$ cat src/rtl/riscv_pkg.sv
// -----------------------------------------------------------------------------
// riscv_pkg
// Shared definitions for the RISC-V core front end:
//   - base opcode constants used by fetch and the control unit
//   - default reset PC and canonical NOP encoding
//   - fetch-stage state encoding
//   - word-alignment helper for fetch addresses
// -----------------------------------------------------------------------------
package riscv_pkg;

    localparam logic [6:0] R_TYPE       = 7'h33;
    localparam logic [6:0] I_TYPE_LOGIC = 7'h13;
    localparam logic [6:0] U_TYPE       = 7'h17;
    localparam logic [6:0] I_TYPE_LOAD  = 7'h03;
    localparam logic [6:0] S_TYPE       = 7'h23;
    localparam logic [6:0] B_TYPE       = 7'h63;

    // addi x0,x0,0
    localparam logic [31:0] DEF_NOP_INSTR = 32'h0000_0013;
    // start of the text segment
    localparam logic [31:0] DEF_RESET_PC  = 32'h0040_0000;

    typedef enum logic [1:0] {
        FETCH_IDLE = 2'd0,
        FETCH_REQ  = 2'd1,
        FETCH_SKID = 2'd2
    } fetch_state_e;

    function automatic logic [31:0] word_align(input logic [31:0] addr);
        return addr & ~32'h0000_0003;
    endfunction

endpackage

$ cat src/rtl/fetch_skid_buffer.sv
// -----------------------------------------------------------------------------
// fetch_skid_buffer
// One-entry {instruction, pc} holding register used when a fetched word
// arrives while decode is stalled.
//   clk_i       core clock, rising edge
//   rst_i       asynchronous active-high reset (empties the buffer)
//   wr_i        capture wr_instr_i / wr_pc_i, mark full
//   wr_instr_i  instruction word to store
//   wr_pc_i     address of that word
//   rd_i        entry consumed, mark empty
//   clr_i       flush (wins over wr_i and rd_i)
//   full_o      buffer holds a word
//   instr_o     stored instruction
//   pc_o        stored pc
// -----------------------------------------------------------------------------
module fetch_skid_buffer (
    input  logic        clk_i,
    input  logic        rst_i,
    input  logic        wr_i,
    input  logic [31:0] wr_instr_i,
    input  logic [31:0] wr_pc_i,
    input  logic        rd_i,
    input  logic        clr_i,
    output logic        full_o,
    output logic [31:0] instr_o,
    output logic [31:0] pc_o
);

    logic        full_q;
    logic [31:0] instr_q;
    logic [31:0] pc_q;

    always_ff @(posedge clk_i or posedge rst_i) begin
        if (rst_i) begin
            full_q <= 1'b0;
        end else if (clr_i) begin
            full_q <= 1'b0;
        end else if (wr_i) begin
            full_q <= 1'b1;
        end else if (rd_i) begin
            full_q <= 1'b0;
        end
    end

    // Payload is only meaningful while full_q is set, so it needs no reset.
    always_ff @(posedge clk_i) begin
        if (wr_i) begin
            instr_q <= wr_instr_i;
            pc_q    <= wr_pc_i;
        end
    end

    assign full_o  = full_q;
    assign instr_o = instr_q;
    assign pc_o    = pc_q;

endmodule

$ cat src/rtl/fetch_unit.sv
// -----------------------------------------------------------------------------
// fetch_unit
// Instruction-fetch stage: owns the PC, issues req/ack fetches to instruction
// memory, and holds the fetched word in the IF/ID register (plus a one-entry
// skid buffer) for decode/control.
//   clk              core clock, rising edge
//   reset            asynchronous active-high reset
//   Branch_Taken_i   redirect request, priority over stall and ack
//   Branch_Target_i  redirect target (bits [1:0] ignored)
//   Stall_i          decode cannot accept; IF/ID holds
//   Imem_Req_o       fetch request (high exactly in REQ)
//   Imem_Addr_o      fetch address (= pc_q)
//   Imem_Ack_i       one-cycle response strobe
//   Imem_Data_i      instruction word, valid with Imem_Ack_i
//   Valid_o          IF/ID holds a valid instruction
//   Instr_o          IF/ID instruction (NOP when not valid)
//   OP_o             Instr_o[6:0]
//   PC_o             address of Instr_o
//   PC_Plus_4_o      PC_o + 4 (mod 2^32)
// -----------------------------------------------------------------------------
module fetch_unit
    import riscv_pkg::*;
#(
    parameter logic [31:0] RESET_PC  = DEF_RESET_PC,
    parameter logic [31:0] NOP_INSTR = DEF_NOP_INSTR
) (
    input  logic        clk,
    input  logic        reset,
    input  logic        Branch_Taken_i,
    input  logic [31:0] Branch_Target_i,
    input  logic        Stall_i,
    output logic        Imem_Req_o,
    output logic [31:0] Imem_Addr_o,
    input  logic        Imem_Ack_i,
    input  logic [31:0] Imem_Data_i,
    output logic        Valid_o,
    output logic [31:0] Instr_o,
    output logic [6:0]  OP_o,
    output logic [31:0] PC_o,
    output logic [31:0] PC_Plus_4_o
);

    fetch_state_e state_q, state_d;
    logic [31:0]  pc_q, pc_d;
    logic         drop_q, drop_d;
    logic         valid_q, valid_d;
    logic [31:0]  instr_q, instr_d;
    logic [31:0]  pc_out_q, pc_out_d;
    logic [31:0]  pc_plus4_q, pc_plus4_d;

    logic         skid_wr, skid_rd, skid_clr, skid_full;
    logic [31:0]  skid_instr, skid_pc;
    logic         drain;

    assign drain = valid_q & ~Stall_i;

    fetch_skid_buffer u_skid (
        .clk_i      (clk),
        .rst_i      (reset),
        .wr_i       (skid_wr),
        .wr_instr_i (Imem_Data_i),
        .wr_pc_i    (pc_q),
        .rd_i       (skid_rd),
        .clr_i      (skid_clr),
        .full_o     (skid_full),
        .instr_o    (skid_instr),
        .pc_o       (skid_pc)
    );

    // State register
    always_ff @(posedge clk or posedge reset) begin
        if (reset) begin
            state_q <= FETCH_IDLE;
        end else begin
            state_q <= state_d;
        end
    end

    // Next-state logic
    always_comb begin
        state_d = state_q;
        if (Branch_Taken_i) begin
            state_d = FETCH_REQ;
        end else begin
            case (state_q)
                FETCH_IDLE: state_d = FETCH_REQ;
                FETCH_REQ: begin
                    if (Imem_Ack_i && !drop_q && valid_q && Stall_i) begin
                        state_d = FETCH_SKID;
                    end
                end
                FETCH_SKID: begin
                    if (drain) begin
                        state_d = FETCH_REQ;
                    end
                end
                default: state_d = FETCH_IDLE;
            endcase
        end
    end

    // Output decode
    always_comb begin
        Imem_Req_o  = (state_q == FETCH_REQ);
        Imem_Addr_o = pc_q;
    end

    // PC, drop flag, IF/ID and skid control
    always_comb begin
        pc_d     = pc_q;
        drop_d   = drop_q;
        valid_d  = valid_q;
        instr_d  = instr_q;
        pc_out_d = pc_out_q;
        skid_wr  = 1'b0;
        skid_rd  = 1'b0;
        skid_clr = 1'b0;

        if (Branch_Taken_i) begin
            valid_d  = 1'b0;
            instr_d  = NOP_INSTR;
            skid_clr = 1'b1;
            pc_d     = word_align(Branch_Target_i);
            // An un-acked request keeps running in memory; its data must be
            // thrown away when it lands. An ack this cycle retires it instead.
            drop_d   = (state_q == FETCH_REQ) && !Imem_Ack_i;
        end else begin
            case (state_q)
                FETCH_REQ: begin
                    if (Imem_Ack_i) begin
                        if (drop_q) begin
                            drop_d = 1'b0;
                            if (drain) begin
                                valid_d = 1'b0;
                                instr_d = NOP_INSTR;
                            end
                        end else if (!valid_q || drain) begin
                            valid_d  = 1'b1;
                            instr_d  = Imem_Data_i;
                            pc_out_d = pc_q;
                            pc_d     = pc_q + 32'd4;
                        end else begin
                            skid_wr = 1'b1;
                            pc_d    = pc_q + 32'd4;
                        end
                    end else if (drain) begin
                        valid_d = 1'b0;
                        instr_d = NOP_INSTR;
                    end
                end
                FETCH_SKID: begin
                    if (drain && skid_full) begin
                        valid_d  = 1'b1;
                        instr_d  = skid_instr;
                        pc_out_d = skid_pc;
                        skid_rd  = 1'b1;
                    end
                end
                default: ;
            endcase
        end
    end

    assign pc_plus4_d = pc_out_d + 32'd4;

    always_ff @(posedge clk or posedge reset) begin
        if (reset) begin
            pc_q       <= RESET_PC;
            drop_q     <= 1'b0;
            valid_q    <= 1'b0;
            instr_q    <= NOP_INSTR;
            pc_out_q   <= RESET_PC;
            pc_plus4_q <= RESET_PC + 32'd4;
        end else begin
            pc_q       <= pc_d;
            drop_q     <= drop_d;
            valid_q    <= valid_d;
            instr_q    <= instr_d;
            pc_out_q   <= pc_out_d;
            pc_plus4_q <= pc_plus4_d;
        end
    end

    assign Valid_o     = valid_q;
    assign Instr_o     = instr_q;
    assign OP_o        = instr_q[6:0];
    assign PC_o        = pc_out_q;
    assign PC_Plus_4_o = pc_plus4_q;

endmodule
$ cat config.mk
export PLATFORM = sky130hd
export DESIGN_NAME = fetch_unit
export DESIGN_NICKNAME = d
export VERILOG_FILES = /design/src/rtl/riscv_pkg.sv /design/src/rtl/fetch_skid_buffer.sv /design/src/rtl/fetch_unit.sv
export SDC_FILE = /design/constraint.sdc
export NUM_CORES = 1
export LEC_CHECK = 0
export BUFFER_PORTS_ARGS = -buffer_cell sky130_fd_sc_hd__buf_2
export CAP_MARGIN = 20
export CORE_ASPECT_RATIO = 1.25
export CORE_UTILIZATION = 48
export DETAILED_ROUTE_END_ITERATION = 12
export GPL_ROUTABILITY_DRIVEN = 0
export GPL_TIMING_DRIVEN = 0
export PLACE_DENSITY = 0.76
export SLEW_MARGIN = 15
export SYNTH_ARGS = -nofsm -noshare
export SYNTH_HDL_FRONTEND = slang
export SYNTH_SLANG_ARGS = --single-unit
$ cat constraint.sdc
create_clock -name clk -period 6.38 [get_ports clk]
set_input_delay 0.957 -clock clk [delete_from_list [all_inputs] [get_ports clk]]
set_output_delay 0.957 -clock clk [all_outputs]
set_load 0.03 [all_outputs]
==> results.md, run 1 <==
- Fin nets: 1,019
- Hold_buf cts: 0
- Slew @ Worst Pin: 814.6 ps
- Crit path max-delay cell type: nor3b_4
- PwrDens: 383.9 nW/um2
- Most frequent cells in the layout: buf_2 (204), dfrtp_1 (122), nand2_1 (68)
- Cts bufs inserted: 17
- Post-route ant nets: 0
- P_leak: 4.802 nW
- Fmax achieved: 285.3 MHz
- Pre-CTS WS: 2611 ps
- Status: finished, final reports clean
- Setup TNS: 0 ps
- IO Pins: 206
- Area Overhead vs Synth: 23.40%
- Setup Viol. Count Final: 0
- CTS tree: done
- Worst Path Arrival: 3640 ps
- Max IR drop VDD: 0.0002247 V
- DR WL/cell: 17.47 um
- Cell breakdown of the critical path: inv_1, ha_1, and3b_1, buf_2, buf_2, buf_1, nor3b_4, buf_8, buf_8, buf_8
- Clk Tree Root Cell: clkbuf_16
- Pin count of the biggest net entering global routing: 72
- Seq/Total Area, Yosys: 60.88%
- Drt via density: 5.453
- Top delay family on crit path: buffers and inverters
- Worst-path clk slew: 80 ps
- Final wirelength: 20.58 mm
- GRT Resource Usage Total: 23.72%
- # fillers: 1,419
- Synth top area cells: dfrtp_1 (36%), edfxtp_1 (22%), a22oi_1 (3.6%), xnor2_1 (3.3%), nand2_1 (3.0%)
- Clk_lat worst skew: 440 ps
- FF-to-FF path depth: 10
- Commonest non-fill, non-tap cell in the layout: buf_2
- Hold Crit Class: register to register
- Initial core utilization: 49.33%
- Headroom to the max-slew limit: 45.24%
- Hold_sp: PC_Plus_4_o[0]
- Clock buffer depth: 2
- Die Ht: 149.7 um
- Gr ovfl total: 0
- Synthesis Warnings: 0
- Crit Path Category: register to register
- Hold Path Depth: 1
- Main synth FF type: dfrtp_1
- # port buffers: 199
- Startpoint types: register
- Final Cycle Share: 54.95%
- Crit Path Max Fanout: 14
- Worst path bufs/invs: 7
- Dpl cells: 1,144
- Yosys top cell area share: 36.46%
- Fin crit period: 3506 ps
- Setup bufs post-CTS: 0
- Cell accounting for the most synthesized area: dfrtp_1
- Vias: 6,424
- Htree depth: 4
- Clk sinks: 191
- Fin. Hold Viols: 0
- Non-filler cells, final: 1,178
- Crit-path max cell delay: 680 ps
- Mapped Avg Cell Area: 11.65 um2
- Residual DRC count: 0
- Mapped cell area: 8374 um2
- Vias in the first global route: 6,301
- Count of different cell masters after synthesis: 60
- Die width: 120.1 um
- RSZ-0062 raised after global routing: no
- Setup ws final: 2874 ps
- Share of cells above drive strength 1: 29.92%
- Synth Register Bits: 191
- Row count: 53
- Most frequent cell on the critical path: buf_8
- Asr flop ratio synth: 67.54%
- Die area: 17,980 um2
- Max Cap Viol: 0
- Reg2reg setup slack: 2870 ps
- Hold endpoint: PC_Plus_4_o[0]
- DR pass1 iterations: 5
- Dpl hpwl: 15.12 mm
- Max Transition Viols Final: 0
- First-pass GRT wire length: 32.45 mm
- Fin Clk Skew: 13.66 ps
- Post-synth EDFFs: 62
- Initial DRC count: 474
- Post-synthesis cell count: 719
- Core Box Area: 16,980 um2
- R2R Path End: u_skid.instr_o[26]
- Required @ worst endpoint: 6520 ps
- Initial antenna violation count: 2
- R2r startpoint: state_q[1]
- Post-cts resize count: 0
- Crit path capture type: register
[synthesized netlist by cell type (14+ instances only)]
master    number
a22o_1        29
nor2_1        54
a21oi_1       14
inv_1         28
buf_4         15
nand3_1       19
xor2_1        22
nand2_1       68
edfxtp_1      62
dfrtp_1      122
a32oi_1       16
a22oi_1       40
o21ai_0       44
clkbuf_1      23
xnor2_1       32
[how the worst max path moves through the flow]
| stage | startpoint | endpoint | slack, ps | cells after the start |
|---|---|---|---|---|
| floorplan | Imem_Ack_i | u_skid.instr_o[0] | 1680 | 5 |
| global placement | Imem_Ack_i | u_skid.instr_o[19] | 150 | 6 |
| detailed placement | Imem_Ack_i | u_skid.instr_o[19] | 2610 | 9 |
| CTS | state_q[1] | u_skid.instr_o[25] | 2850 | 10 |
| global route | state_q[1] | u_skid.instr_o[26] | 2580 | 10 |
| finish | state_q[1] | u_skid.instr_o[26] | 2870 | 10 |
[registers in the layout (all words and copies together) (netlist names)]
signal,count
Instr_o,32
PC_Plus_4_o,32
u_skid.instr_o,32
Imem_Addr_o,30
PC_o,30
u_skid.pc_o,30
state_q,2
Valid_o,1
drop_q,1
u_skid.full_o,1
[per-layer routing]
| layer | part of all wire [%] | vias to the layer above | global-route usage (%) | routed length [um] |
|---|---|---|---|---|
| met3 | 5.5 | 42 | 4.497 | 1128 |
| met1 | 41 | 3105 | 28.39 | 8404 |
| met4 | 3.4 | 0 | 11.50 | 699 |
| met5 | 0 | - | 0 | 0 |
| li1 | - | 3029 | - | - |
| met2 | 50 | 248 | 40.95 | 10350 |
[where the power goes]
group / switching (W) / total [W] / internal [W]
clock: 0.000511 / 0.00103 / 0.000522
sequential: 0.000124 / 0.00158 / 0.00146
combinational: 0.000927 / 0.00135 / 0.000425
total: 0.00156 / 0.00397 / 0.00241
[worst reg2reg max path, delay by kind of cell (launching register included)]
kind | cells | cell delay [ps]
flops | 1 | 410
buf+inv | 7 | 1690
simple gates | 2 | 870
fa+ha+maj | 1 | 250
[kinds of logic (layout without fill, tap and decap cells)]
| logic type | Yosys count | in the layout | share of synthesized area, % |
|---|---|---|---|
| compound gates | 169 | 169 | 14.48 |
| xor+xnor | 54 | 54 | 5.648 |
| fa+ha+maj | 7 | 7 | 1.046 |
| buf+inv | 81 | 317 | 4.841 |
| flops | 191 | 191 | 60.88 |
| mux | 2 | 2 | 0.2391 |
| other cells | 1 | 4 | 0.04478 |
| simple gates | 214 | 214 | 12.82 |
[final cells by class]
type	instances	area [um2]	share of cell area, %
inverter	28	110.1	1.066
clock inverter	14	146.4	1.417
tap	220	275.3	2.664
sequential	191	5099	49.34
timing repair buffer	204	1084	10.49
multi-input combinational	448	2885	27.92
clock buffer	18	429.2	4.153
buffer	53	300.3	2.906
antenna	2	5.005	0.04843
[per-stage QoR]
stage / utilization (%) / instance area (um2) / total power (W) / hold WS [ps]
2_1_floorplan: - / 8383 / 0.002543 / 501.9
3_3_place_gp: 56.87 / 9654 / 0.002924 / 492.1
3_5_place_dp: 57.45 / 9753 / 0.002956 / 508.4
4_1_cts: 60.84 / 10330 / 0.003989 / 528.3
5_1_grt: 60.86 / 10330 / 0.004174 / 547.5
6_report: 60.87 / 10330 / 0.003968 / 522.9
Note: power is estimated with default switching activity, not from simulation.
==> run 2, diff against run 1 <==
==> constraint.sdc (replaced) <==
create_clock -name clk -period 2.85 [get_ports clk]
set_input_delay 0.4275 -clock clk [delete_from_list [all_inputs] [get_ports clk]]
set_output_delay 0.4275 -clock clk [all_outputs]
set_load 0.03 [all_outputs]
==> run 2 against run 1 <==
The flow now finishes with violations (setup timing). Die area did not move. Register-to-register slack got worse by 2900 ps. Setup slack got worse by 2900 ps.
==> results.md, run 2 (synthesized netlist as in run 1, its figures left out) <==
- Cts bufs inserted: 17 (unchanged)
- RSZ-0062 raised after global routing: yes
- Hold Crit Class: input pin to register
- Final Cycle Share: 102.5% (+48 points)
- Finished Core Util: 63.81% (+2.9 points)
- First-pass GRT wire length: 32.97 mm (+1.6%)
- Reg2reg setup slack: -70 ps (-2950 ps)
- Gr ovfl total: 0 (unchanged)
- Startpoint types: register
- Initial DRC count: 488 (+3.0%)
- Clk Tree Root Cell: clkbuf_16
- Post-route ant nets: 0 (unchanged)
- Fin Clk Skew: 17.15 ps (+3.484 ps)
- Most frequent cell on the critical path: buf_6
- Max Transition Viols Final: 0 (unchanged)
- Clk sinks: 191 (unchanged)
- Crit path max-delay cell type: dfrtp_1
- Total power: 0.009189 W (+130%)
- Crit-path max cell delay: 410 ps (-270 ps)
- Row count: 53 (unchanged)
- Vias in the first global route: 6,266 (-0.56%)
- Die Ht: 149.7 um (unchanged)
- Crit Path Category: register to register
- Setup ws final: -70.64 ps (-2945 ps)
- Failing checks: setup timing
- Fmax achieved: 342.4 MHz (+20%)
- Headroom to the max-slew limit: 48.28% (+3.0 points)
- Fin crit period: 2921 ps (-584.9 ps)
- P_leak: 5.048 nW (+5.1%)
- Area Overhead vs Synth: 29.36%
- IO Pins: 206 (unchanged)
- DR pass1 iterations: 5 (unchanged)
- Fin nets: 1,048 (+2.8%)
- Worst-path clk slew: 70 ps (about the same)
- Setup Viol. Count Final: 9 (+9)
- Max IR drop VDD: 0.0004553 V (+100%)
- # port buffers: 199 (unchanged)
- Fin. Hold Viols: 0 (unchanged)
- Status: complete, but fails checks
- Final wirelength: 21.59 mm (+4.9%)
- Dpl hpwl: 15.30 mm (+1.1%)
- Drt via density: 5.380 (-1.3%)
- Clock buffer depth: 2 (unchanged)
- Vias: 6,488 (+1.0%)
- Pin count of the biggest net entering global routing: 36 (-50%)
- DR WL/cell: 17.90 um (+2.5%)
- Cell breakdown of the critical path: inv_2, ha_4, and3b_1, buf_6, buf_6, a32oi_1, or2_1, a22oi_2, nor4bb_4, and4b_1, buf_6, nand4_1, xnor2_1
- Die area: 17,980 um2 (unchanged)
- Most frequent cells in the layout: buf_2 (201), dfrtp_1 (121), nand2_1 (64)
- Slew @ Worst Pin: 775.0 ps (-39.56 ps)
- Initial antenna violation count: 1 (-1)
- Core Box Area: 16,980 um2 (unchanged)
- # fillers: 1,313 (-7.5%)
- PwrDens: 848.2 nW/um2 (+120%)
- Crit path capture type: register
- Crit Path Max Fanout: 8 (-6)
- GRT Resource Usage Total: 23.97% (+0.25 points)
- Worst Hold Slack: 194.8 ps (-328.0 ps)
- Worst Path Arrival: 3230 ps (-410 ps)
- Initial core utilization: 49.33% (unchanged)
- CTS tree: done
- Required @ worst endpoint: 3160 ps (-3360 ps)
- Commonest non-fill, non-tap cell in the layout: buf_2
- Share of cells above drive strength 1: 35.63% (+5.7 points)
- Clk_lat worst skew: 430 ps (about the same)
- Residual DRC count: 0 (unchanged)
- Htree depth: 4 (unchanged)
- Die width: 120.1 um (unchanged)
- Max Cap Viol: 0 (unchanged)
[run 2: final timing paths]
kind	from	end	cells past startpoint
setup / recovery	state_q[1]	PC_Plus_4_o[25]	13
setup reg to reg	state_q[1]	PC_Plus_4_o[25]	13
hold reg to reg	PC_Plus_4_o[1]	PC_Plus_4_o[1]	1
min in group asynchronous	reset	Instr_o[24]	3
max in group asynchronous	reset	PC_o[22]	5
hold / removal	Imem_Data_i[26]	u_skid.instr_o[26]	1
[run 2: layout make-up]
class | count | area (um2) | share of cell area (%)
multi-input combinational | 448 | 3067 | 28.31
timing repair buffer | 233 | 1353 | 12.49
tap | 220 | 275.3 | 2.541
sequential | 191 | 5100 | 47.08
antenna | 1 | 2.502 | 0.02310
clock inverter | 12 | 113.9 | 1.051
clock buffer | 20 | 478.0 | 4.412
inverter | 28 | 111.4 | 1.028
buffer | 53 | 332.8 | 3.072
[run 2: report_power, final]
| group | leakage [nW] | internal, W | switching (W) | total [W] |
|---|---|---|---|---|
| Combinational | 2.52 | 0.00110 | 0.00219 | 0.00329 |
| Sequential | 2.24 | 0.00327 | 0.000284 | 0.00355 |
| Clock | 0.292 | 0.00126 | 0.00109 | 0.00234 |
| Total | 5.05 | 0.00563 | 0.00356 | 0.00919 |
[run 2: layer usage]
metal	vias to the layer above	share of wire (%)	global-route usage (%)
li1	3085	-	-
met3	28	5.6	4.726
met4	0	2.6	9.375
met2	244	51	41.32
met1	3131	40	29.51
met5	-	0	0
[run 2: repair_timing]
item	in CTS	in global routing
resized for setup	24	31
hold buffers	1	0
pin swaps	10	14
endpoints found under the hold margin	1	0
endpoints found under the setup margin	52	45
buffers inserted	15	10
[run 2: critical path, delay by kind of cell (launching register included)]
family	cells	cell delay (ps)
xor gates and xnor gates	1	150
adders and majority gates	1	170
DFF	1	410
buffers and inverters	4	530
AOI/OAI and AO/OA	2	340
and+or+nand+nor	5	1210
[run 2: through the flow]
| step | worst slack [ps] | instances | TNS (ps) | area [um2] |
|---|---|---|---|---|
| global route | -156.1 | 1206 | -1742 | 10830 |
| CTS | 3.207 | 1195 | 0 | 10660 |
| finish | -70.64 | 1206 | -352.3 | 10830 |
| detailed placement | -536.7 | 1147 | -8317 | 9837 |
| global placement | -1197 | 1139 | -86160 | 9697 |
| floorplan | -432.6 | 720 | -26820 | 8426 |
